## config.mk

```make
export PLATFORM = sky130hd
export DESIGN_NAME = feistel_decrypt_flat
export DESIGN_NICKNAME = d
export VERILOG_FILES = /design/src/rtl/feistel_decrypt_if.sv /design/src/rtl/feistel_decrypt.sv /design/src/flat_wrapper.sv
export SDC_FILE = /design/constraint.sdc
export NUM_CORES = 1
export LEC_CHECK = 0
export ABC_AREA = 1
export ABC_CLOCK_PERIOD_IN_PS = 3400
export CORE_MARGIN = 2
export CORE_UTILIZATION = 59
export DETAILED_ROUTE_END_ITERATION = 16
export PLACE_DENSITY_LB_ADDON = 0.2
export SLEW_MARGIN = 20
export SYNTH_ARGS = -nofsm -noshare
export SYNTH_HDL_FRONTEND = slang
export SYNTH_SLANG_ARGS = --single-unit
export TNS_END_PERCENT = 1
```

## constraint.sdc

```tcl
create_clock -name clk -period 3.4 [get_ports clk]
set_input_delay 0.68 -clock clk [delete_from_list [all_inputs] [get_ports clk]]
set_output_delay 0.68 -clock clk [all_outputs]
set_load 0.05 [all_outputs]
```

## src/rtl/feistel_decrypt_if.sv

```systemverilog
// ============================================================================
// Module      : feistel_decrypt_if
// Description : Command/result and dual SRAM port bundle for feistel_decrypt.
//               The abort input exists only with FEISTEL_DEC_ABORT_EN.
// Revision    : 1.0 - initial release
// ============================================================================
`default_nettype none
`timescale 1ns/1ps

interface feistel_decrypt_if;
    logic        start;
    logic [31:0] L;
    logic [31:0] R;
`ifdef FEISTEL_DEC_ABORT_EN
    logic        abort;
`endif

    logic [11:0] addr_a;
    logic [31:0] data_a;
    logic        cs_a_l;
    logic        we_a_l;
    logic        oe_a_l;

    logic [11:0] addr_b;
    logic [31:0] data_b;
    logic        cs_b_l;
    logic        we_b_l;
    logic        oe_b_l;

    logic [31:0] resultL;
    logic [31:0] resultR;
    logic        done;
    logic        busy;

    // Decryptor side.
    modport slave (
`ifdef FEISTEL_DEC_ABORT_EN
        input  abort,
`endif
        input  start, L, R, data_a, data_b,
        output addr_a, cs_a_l, we_a_l, oe_a_l,
        output addr_b, cs_b_l, we_b_l, oe_b_l,
        output resultL, resultR, done, busy
    );

    // Requester plus SRAM side.
    modport master (
`ifdef FEISTEL_DEC_ABORT_EN
        output abort,
`endif
        output start, L, R, data_a, data_b,
        input  addr_a, cs_a_l, we_a_l, oe_a_l,
        input  addr_b, cs_b_l, we_b_l, oe_b_l,
        input  resultL, resultR, done, busy
    );
endinterface

`default_nettype wire

```

## src/rtl/feistel_decrypt.sv

```systemverilog
// ============================================================================
// Module      : feistel_decrypt
// Description : Blowfish block decryptor, 16 rounds on shared S-box/P-array
//               SRAMs, 3 cycles per round. Optional abort: FEISTEL_DEC_ABORT_EN.
// Revision    : 1.0 - initial release
// ============================================================================
`default_nettype none
`timescale 1ns/1ps

module feistel_decrypt #(
    parameter int P_ARRAY_OFFSET = 4000
) (
    input  logic             clk,
    input  logic             reset_l,
    feistel_decrypt_if.slave bus
);

    typedef enum logic [2:0] {
        IDLE  = 3'd0,
        RND_A = 3'd1,
        RND_B = 3'd2,
        RND_C = 3'd3,
        FINAL = 3'd4,
        DONE  = 3'd5
    } state_t;

    localparam logic [11:0] C_P_BASE      = 12'(P_ARRAY_OFFSET);
    localparam logic [11:0] C_S1_BASE     = 12'd256;
    localparam logic [11:0] C_S2_BASE     = 12'd512;
    localparam logic [11:0] C_S3_BASE     = 12'd768;
    localparam logic [4:0]  C_FIRST_ROUND = 5'd17;
    localparam logic [4:0]  C_LAST_ROUND  = 5'd2;

    state_t      state_q, state_d;
    logic [31:0] l_q, l_d;
    logic [31:0] r_q, r_d;
    logic [31:0] f_q, f_d;
    logic [4:0]  round_q, round_d;
    logic [31:0] result_l_q, result_l_d;
    logic [31:0] result_r_q, result_r_d;
    logic        done_q, done_d;
    logic        busy_q, busy_d;

    logic [31:0] w_lx;
    logic        w_abort;
    logic [11:0] w_addr_a;
    logic [11:0] w_addr_b;
    logic        w_cs_a_l;
    logic        w_cs_b_l;

`ifdef FEISTEL_DEC_ABORT_EN
    assign w_abort = bus.abort;
`else
    assign w_abort = 1'b0;
`endif

    // Left half after P-whitening; it also indexes S0/S1 in the same cycle.
    assign w_lx = l_q ^ bus.data_a;

    always_comb begin
        state_d    = state_q;
        l_d        = l_q;
        r_d        = r_q;
        f_d        = f_q;
        round_d    = round_q;
        result_l_d = result_l_q;
        result_r_d = result_r_q;
        done_d     = 1'b0;
        w_addr_a   = 12'd0;
        w_addr_b   = 12'd0;
        w_cs_a_l   = 1'b1;
        w_cs_b_l   = 1'b1;

        case (state_q)
            IDLE: begin
                if (bus.start) begin
                    l_d      = bus.L;
                    r_d      = bus.R;
                    round_d  = C_FIRST_ROUND;
                    w_addr_a = C_P_BASE + {7'd0, C_FIRST_ROUND};
                    w_cs_a_l = 1'b0;
                    state_d  = RND_A;
                end
            end
            RND_A: begin
                l_d      = w_lx;
                w_addr_a = {4'd0, w_lx[31:24]};
                w_addr_b = C_S1_BASE + {4'd0, w_lx[23:16]};
                w_cs_a_l = 1'b0;
                w_cs_b_l = 1'b0;
                state_d  = RND_B;
            end
            RND_B: begin
                f_d      = bus.data_a + bus.data_b;
                w_addr_a = C_S2_BASE + {4'd0, l_q[15:8]};
                w_addr_b = C_S3_BASE + {4'd0, l_q[7:0]};
                w_cs_a_l = 1'b0;
                w_cs_b_l = 1'b0;
                state_d  = RND_C;
            end
            RND_C: begin
                // Round function completes and the halves swap in one step.
                l_d = r_q ^ ((f_q ^ bus.data_a) + bus.data_b);
                r_d = l_q;
                if (round_q > C_LAST_ROUND) begin
                    round_d  = round_q - 5'd1;
                    w_addr_a = C_P_BASE + {7'd0, round_q} - 12'd1;
                    w_cs_a_l = 1'b0;
                    state_d  = RND_A;
                end else begin
                    w_addr_a = C_P_BASE + 12'd1;
                    w_addr_b = C_P_BASE;
                    w_cs_a_l = 1'b0;
                    w_cs_b_l = 1'b0;
                    state_d  = FINAL;
                end
            end
            FINAL: begin
                // Crossing L/R here undoes the swap of the last round.
                result_r_d = l_q ^ bus.data_a;
                result_l_d = r_q ^ bus.data_b;
                done_d     = 1'b1;
                state_d    = DONE;
            end
            DONE: begin
                state_d = IDLE;
            end
            default: begin
                state_d = IDLE;
            end
        endcase

        if (w_abort && (state_q != IDLE)) begin
            state_d    = IDLE;
            result_l_d = result_l_q;
            result_r_d = result_r_q;
            done_d     = 1'b0;
            w_addr_a   = 12'd0;
            w_addr_b   = 12'd0;
            w_cs_a_l   = 1'b1;
            w_cs_b_l   = 1'b1;
        end

        busy_d = (state_d != IDLE);
    end

    always_ff @(posedge clk or negedge reset_l) begin
        if (!reset_l) begin
            state_q    <= IDLE;
            l_q        <= 32'd0;
            r_q        <= 32'd0;
            f_q        <= 32'd0;
            round_q    <= 5'd0;
            result_l_q <= 32'd0;
            result_r_q <= 32'd0;
            done_q     <= 1'b0;
            busy_q     <= 1'b0;
        end else begin
            state_q    <= state_d;
            l_q        <= l_d;
            r_q        <= r_d;
            f_q        <= f_d;
            round_q    <= round_d;
            result_l_q <= result_l_d;
            result_r_q <= result_r_d;
            done_q     <= done_d;
            busy_q     <= busy_d;
        end
    end

    assign bus.addr_a  = w_addr_a;
    assign bus.cs_a_l  = w_cs_a_l;
    assign bus.we_a_l  = 1'b1;
    assign bus.oe_a_l  = 1'b0;
    assign bus.addr_b  = w_addr_b;
    assign bus.cs_b_l  = w_cs_b_l;
    assign bus.we_b_l  = 1'b1;
    assign bus.oe_b_l  = 1'b0;
    assign bus.resultL = result_l_q;
    assign bus.resultR = result_r_q;
    assign bus.done    = done_q;
    assign bus.busy    = busy_q;

endmodule

`default_nettype wire
```

## src/flat_wrapper.sv

```systemverilog
// flat-port wrapper written by rule: the top's interface ports become plain ports
module feistel_decrypt_flat 
#(
    parameter int P_ARRAY_OFFSET = 4000
)
  (clk, reset_l, bus_start, bus_L, bus_R, bus_data_a, bus_data_b, bus_addr_a, bus_cs_a_l, bus_we_a_l, bus_oe_a_l, bus_addr_b, bus_cs_b_l, bus_we_b_l, bus_oe_b_l, bus_resultL, bus_resultR, bus_done, bus_busy);
  feistel_decrypt_if bus_i ();
  input  logic clk;
  input  logic reset_l;
  input wire logic [$bits(bus_i.start)-1:0] bus_start;
  input wire logic [$bits(bus_i.L)-1:0] bus_L;
  input wire logic [$bits(bus_i.R)-1:0] bus_R;
  input wire logic [$bits(bus_i.data_a)-1:0] bus_data_a;
  input wire logic [$bits(bus_i.data_b)-1:0] bus_data_b;
  output wire logic [$bits(bus_i.addr_a)-1:0] bus_addr_a;
  output wire logic [$bits(bus_i.cs_a_l)-1:0] bus_cs_a_l;
  output wire logic [$bits(bus_i.we_a_l)-1:0] bus_we_a_l;
  output wire logic [$bits(bus_i.oe_a_l)-1:0] bus_oe_a_l;
  output wire logic [$bits(bus_i.addr_b)-1:0] bus_addr_b;
  output wire logic [$bits(bus_i.cs_b_l)-1:0] bus_cs_b_l;
  output wire logic [$bits(bus_i.we_b_l)-1:0] bus_we_b_l;
  output wire logic [$bits(bus_i.oe_b_l)-1:0] bus_oe_b_l;
  output wire logic [$bits(bus_i.resultL)-1:0] bus_resultL;
  output wire logic [$bits(bus_i.resultR)-1:0] bus_resultR;
  output wire logic [$bits(bus_i.done)-1:0] bus_done;
  output wire logic [$bits(bus_i.busy)-1:0] bus_busy;
  assign bus_i.start = bus_start;
  assign bus_i.L = bus_L;
  assign bus_i.R = bus_R;
  assign bus_i.data_a = bus_data_a;
  assign bus_i.data_b = bus_data_b;
  assign bus_addr_a = bus_i.addr_a;
  assign bus_cs_a_l = bus_i.cs_a_l;
  assign bus_we_a_l = bus_i.we_a_l;
  assign bus_oe_a_l = bus_i.oe_a_l;
  assign bus_addr_b = bus_i.addr_b;
  assign bus_cs_b_l = bus_i.cs_b_l;
  assign bus_we_b_l = bus_i.we_b_l;
  assign bus_oe_b_l = bus_i.oe_b_l;
  assign bus_resultL = bus_i.resultL;
  assign bus_resultR = bus_i.resultR;
  assign bus_done = bus_i.done;
  assign bus_busy = bus_i.busy;
  feistel_decrypt #(.P_ARRAY_OFFSET(P_ARRAY_OFFSET)) u_core (.clk(clk), .reset_l(reset_l), .bus(bus_i));
endmodule
```

==> Word level (Yosys, flattened, before mapping) <==
Cells that the tools add are included.
{ "totals": {"ff_bits": 170, "input_bits": 131, "out_inout_bits": 96, "elab_cells": 57} }
{ "classes": {"add_sub_neg": 8, "n_lt_le_gt_ge": 1, "eq_ne": 6, "muxes": 20, "bitwise_logic": 4, "reduce_logical": 9} }
{ "op_table": {"columns": ["cell", "n"], "rows": [
  ["$xor A32 B32 Y32", 4],
  ["$pmux W32 S3", 1],
  ["$add A32 B32 Y32", 2],
  ["$mux W32", 2],
  ["$pmux W32 S2", 1],
  ["$pmux W12 S4", 1],
  ["$mux W12", 3],
  ["$pmux W12 S3", 1],
  ["$add A10 B8 Y11 const A", 2],
  ["$pmux W3 S5", 1],
  ["$sub A12 B1 Y12 const B", 1],
  ["$add A9 B8 Y10 const A", 1],
  ["$mux W5", 2],
  ["$pmux W5 S2", 1],
  ["$add A8 B6 Y9 const A", 1],
  ["$eq A3 B2 Y1 const B", 2],
  ["$mux W3", 2],
  ["$reduce_bool A3 Y1", 2],
  ["$gt A5 B2 Y1 const B", 1],
  ["$sub A5 B1 Y5 const B", 1],
  ["$pmux W1 S2", 2],
  ["$reduce_and A2 Y1", 2],
  ["$eq A3 B1 Y1 const B", 1],
  ["$eq A3 B3 Y1 const B", 1],
  ["8 further kinds", 10]
]} }

==> Logic depth before layout (Yosys ltp) <==
{ "logic_depth": {"depth_word": 4, "depth_mapped": 13, "depth_no_buf": 13} }

==> Worst setup path after synthesis <==
Ideal clock, no wire load.
{ "synth_timing": {"path_type": "reg2out", "startpoint": "register u_core.state_q[2]", "endpoint": "output port bus_addr_b[5]", "arrival_time_ns": 2.223, "required_time_ns": 2.720, "setup_slack_ns": 0.497, "path_stages_with_launch": 8, "path_buffers": 0, "path_cell_list": "dfrtp_1 inv_1 nand2_2 nor2_4 inv_1 nor2_1 inv_1 o211ai_1"} }
{ "synth_between": {"elab_chain_cells": 2, "word_cells_on_any_way": 4, "cone_classes": "eq/ne: 3; mux: 1"} }
{ "synth_rtl": {"columns": ["item", "line", "source"], "rows": [
  ["from (decl)", "feistel_decrypt.sv:34", "state_t state_q, state_d;"],
  ["from (signal assigned)", "feistel_decrypt.sv:159", "state_q <= state_d;"],
  ["$eq A3 B2 Y1 / $eq A3 B1 Y1 (equally long branches)", "feistel_decrypt.sv:74", "case (state_q)"],
  ["$pmux W12 S3 *", "feistel_decrypt.sv:74", null],
  ["to (decl)", "flat_wrapper.sv:19", "output wire logic [$bits(bus_i.addr_b)-1:0] bus_addr_b;"]
]} }
Every way passes the cells marked *; elsewhere a longest branch is shown, timed or not.

==> Final worst setup path <==
{ "layout_timing": {"startpoint": "register u_core.round_q[0]", "endpoint": "output port bus_addr_a[3]"} }
{ "layout_between": {"elab_chain_cells": 4, "word_cells_on_any_way": 5, "cone_classes": "add/sub: 2; order compare: 1; mux: 2"} }
{ "layout_rtl": {"columns": ["item", "line", "source"], "rows": [
  ["from (decl)", "feistel_decrypt.sv:38", "logic [4:0] round_q, round_d;"],
  ["from (signal assigned)", "feistel_decrypt.sv:163", "round_q <= round_d;"],
  ["$add A8 B6 Y9", "feistel_decrypt.sv:107", "w_addr_a = C_P_BASE + {7'd0, round_q} - 12'd1;"],
  ["$sub A12 B1 Y12", "feistel_decrypt.sv:107", null],
  ["$mux W12 *", "feistel_decrypt.sv:105", "if (round_q > C_LAST_ROUND) begin"],
  ["$pmux W12 S4 *", "feistel_decrypt.sv:74", null],
  ["to (decl)", "flat_wrapper.sv:15", "output wire logic [$bits(bus_i.addr_a)-1:0] bus_addr_a;"]
]} }
Marked as above.

==> results.cfg <==
[clock_network]
post_cts_buffers = 0
htreeDepth = 4
cts_hold_buf = 0
cts_resized = 1
insertion_delay_ns = 0.44
cts.clk_slew.worst_paths_ns = 0.08
cts_tree = done
cts_max_path_buffers = 2
numCtsBuffers = 17
clock-sinks = 170
cts_root_buf = clkbuf_16

[worst_setup_path]
r2r-start = u_core.state_q[2]$_DFF_PN0_
end_kind = output pin
start_kind = flop
critPathKind = reg2out
ff2ff_path_depth = 9
crit_arrival_ns = 2.67
r2r_slack_ns = 0.86
cp.required_ns = 2.72
path_max_fanout = 5
startpoint = u_core.round_q[0]$_DFFE_PN0P_
worst_r2r_endpoint = u_core.r_q[10]$_DFFE_PN0P_

[route]
wl_mm = 50.6
detail-route-antenna-nets = 0
vias = 14200
firstDrtPassIters = 8
avgRoutedWirePerCell_um = 20.7
drc_errors = 0
drtIter0Drc = 1482
viasPerCell = 5.79

[sta]
clock-skew-final_ns = 0.0166
setup_viol = 0
tightestPinTransition_ns = 0.682
finalHoldViolations = 0
whs_ns = 0.187
rsz0062_at_grt = yes
maxSlewHeadroom_pct = 54.0
layout_min_cycle_time_ns = 3.35
drv_slew = 0
fin_crit_sh_pct = 98.4
finalWorstSetupSlack_ns = 0.0544
fmax_mhz = 299
fin_tns_setup_ns = 0

[power]
p_per_area_mw_per_mm2 = 1030
power_leakage_nw = 8.64
finalPower_mw = 17.1
peakVddDrop_uv = 580

[global_routing]
grt_max_degree = 75
grt_use_total_pct = 43.0
grt-ovfl-total = 0
grt_pass1_vias = 13800
grt_first_pass_wirelength_mm = 77.4
antenna_found_initial = 0

[final_layout]
num-nets-final = 2358
drive_gt1_share_pct = 6.04
final_core_utilization_pct = 75.9
layout_common_cells = nand2_1 (620), inv_1 (271), nor2_1 (210), clkdlybuf4s50_1 (196), dfrtp_1 (170)
area_growth_pct = 26.1
final_common_cell = nand2_1
n_antenna_cell = 0
layout.cells.non_filler = 2449
design_area_mm2 = 0.0166

[synthesis]
synth-xor-area-share_pct = 9.73
yosys_warnings = 0
postSynthAreaPerCell_um2 = 6.79
async_reset_ff_share_pct = 100
synth-seq-cells = 170
synth_adder_area_share_pct = 6.87
synthSimpleGateAreaFrac_pct = 30.0
synthMuxAreaShare_pct = 2.48
synth_edf_count = 0
synth_area_mm2 = 0.0131
synth_cell_types = 36
ys_seq_area_share_pct = 32.4
ys.flop_type = dfrtp_1
synth_top_family_by_area = simple AND/OR/NAND/NOR gates
synth_compound_area_share_pct = 8.68
synthCells = 1937

[placement]
place_ws_ns = 0.158
hpwl_mm = 40.6
dp.cells = 2417
gp_congestion = 1.03
io_buffers = 222
place_area_mm2 = 0.0160

[status]
outcome = completed

[floorplanning]
io_pins = 227
core_area_mm2 = 0.0218
die_h_um = 153
fp-row-count = 54
die-width_um = 153
dieArea_mm2 = 0.0235
start_util_pct = 60.2

[job]
drv_cap = 0

[hold_path]
hp-class = in2async
registers in the layout, indices dropped and copies added (netlist names):
signal / cells
u_core.bus.done: 1
u_core.r_q: 32
u_core.f_q: 32
u_core.state_q: 3
u_core.bus.resultR: 32
u_core.round_q: 5
u_core.l_q: 32
u_core.bus.resultL: 32
u_core.bus.busy: 1
synthesized netlist by cell type, drive strengths merged, types with 7 or more instances:
library cell    n  share of area (%)
nand3         111                4.2
o211ai          7               0.40
o22ai          33                1.6
clkbuf         17               0.49
nand4          11               0.52
or2             7               0.33
nor3            7               0.27
nor2          216                6.3
dfrtp         170                 32
xor2           98                6.5
a21oi         106                4.0
inv           274                7.8
nand2         621                 18
o21ai          50                1.9
xnor2          48                3.2
buf            34                1.5
mux2           29                2.5
ha             69                6.6
worst max-delay path by stage:
| stage | slack [ns] | to |
|---|---|---|
| final | 0.05 | bus_addr_a[3] |
| after global routing | -0.01 | bus_addr_b[5] |
| after CTS | 0.04 | bus_addr_a[1] |
| after detailed placement | 0.16 | u_core.l_q[8]$_DFFE_PN0P_ |
| after global placement | 0.23 | u_core.l_q[8]$_DFFE_PN0P_ |
| after floorplan | 0.50 | bus_addr_b[5] |
critical path, stage by stage (launching register included):
cell     delay [ns]
dfrtp_1        0.38
inv_1          0.11
ha_1           0.22
o21ai_0        0.55
nand2_1        0.27
inv_1          0.21
nand2_1        0.17
nand3_1        0.16
buf_12         0.15
report_power, final:
part           switching [mW]  leakage, nW  internal, mW
combinational            7.23         6.37          3.93
clock                   0.970        0.295          1.09
sequential              0.965         1.98          2.92
cells by family (layout without fill, tap and decap cells):
group,after synthesis,count (layout)
AO/OA/AOI/OAI,209,209
XOR/XNOR,146,146
adder cells (fa/ha/maj),71,71
buffers and inverters,326,556
flip-flops,170,170
multiplexers,29,29
other,2,4
AND/OR/NAND/NOR,984,984
area by class of cell:
type                       count  area, µm²
clock inverter                13        149
clock buffer                  19        453
multi-input combinational   1443       7630
sequential                   170       4250
fill                        1669       5250
timing repair buffer         249       2710
tap                          280        350
inverter                     275       1030
layer usage:
layer  up-vias  wire length [µm]  track usage (%)
met1      6521             19700             58.1
li1       6496                 -                -
met4         0              2730             20.1
met2       959             21800             65.6
met5         -                 0                0
met3       195              6380             9.95
Note: power is estimated with default switching activity, not from simulation.
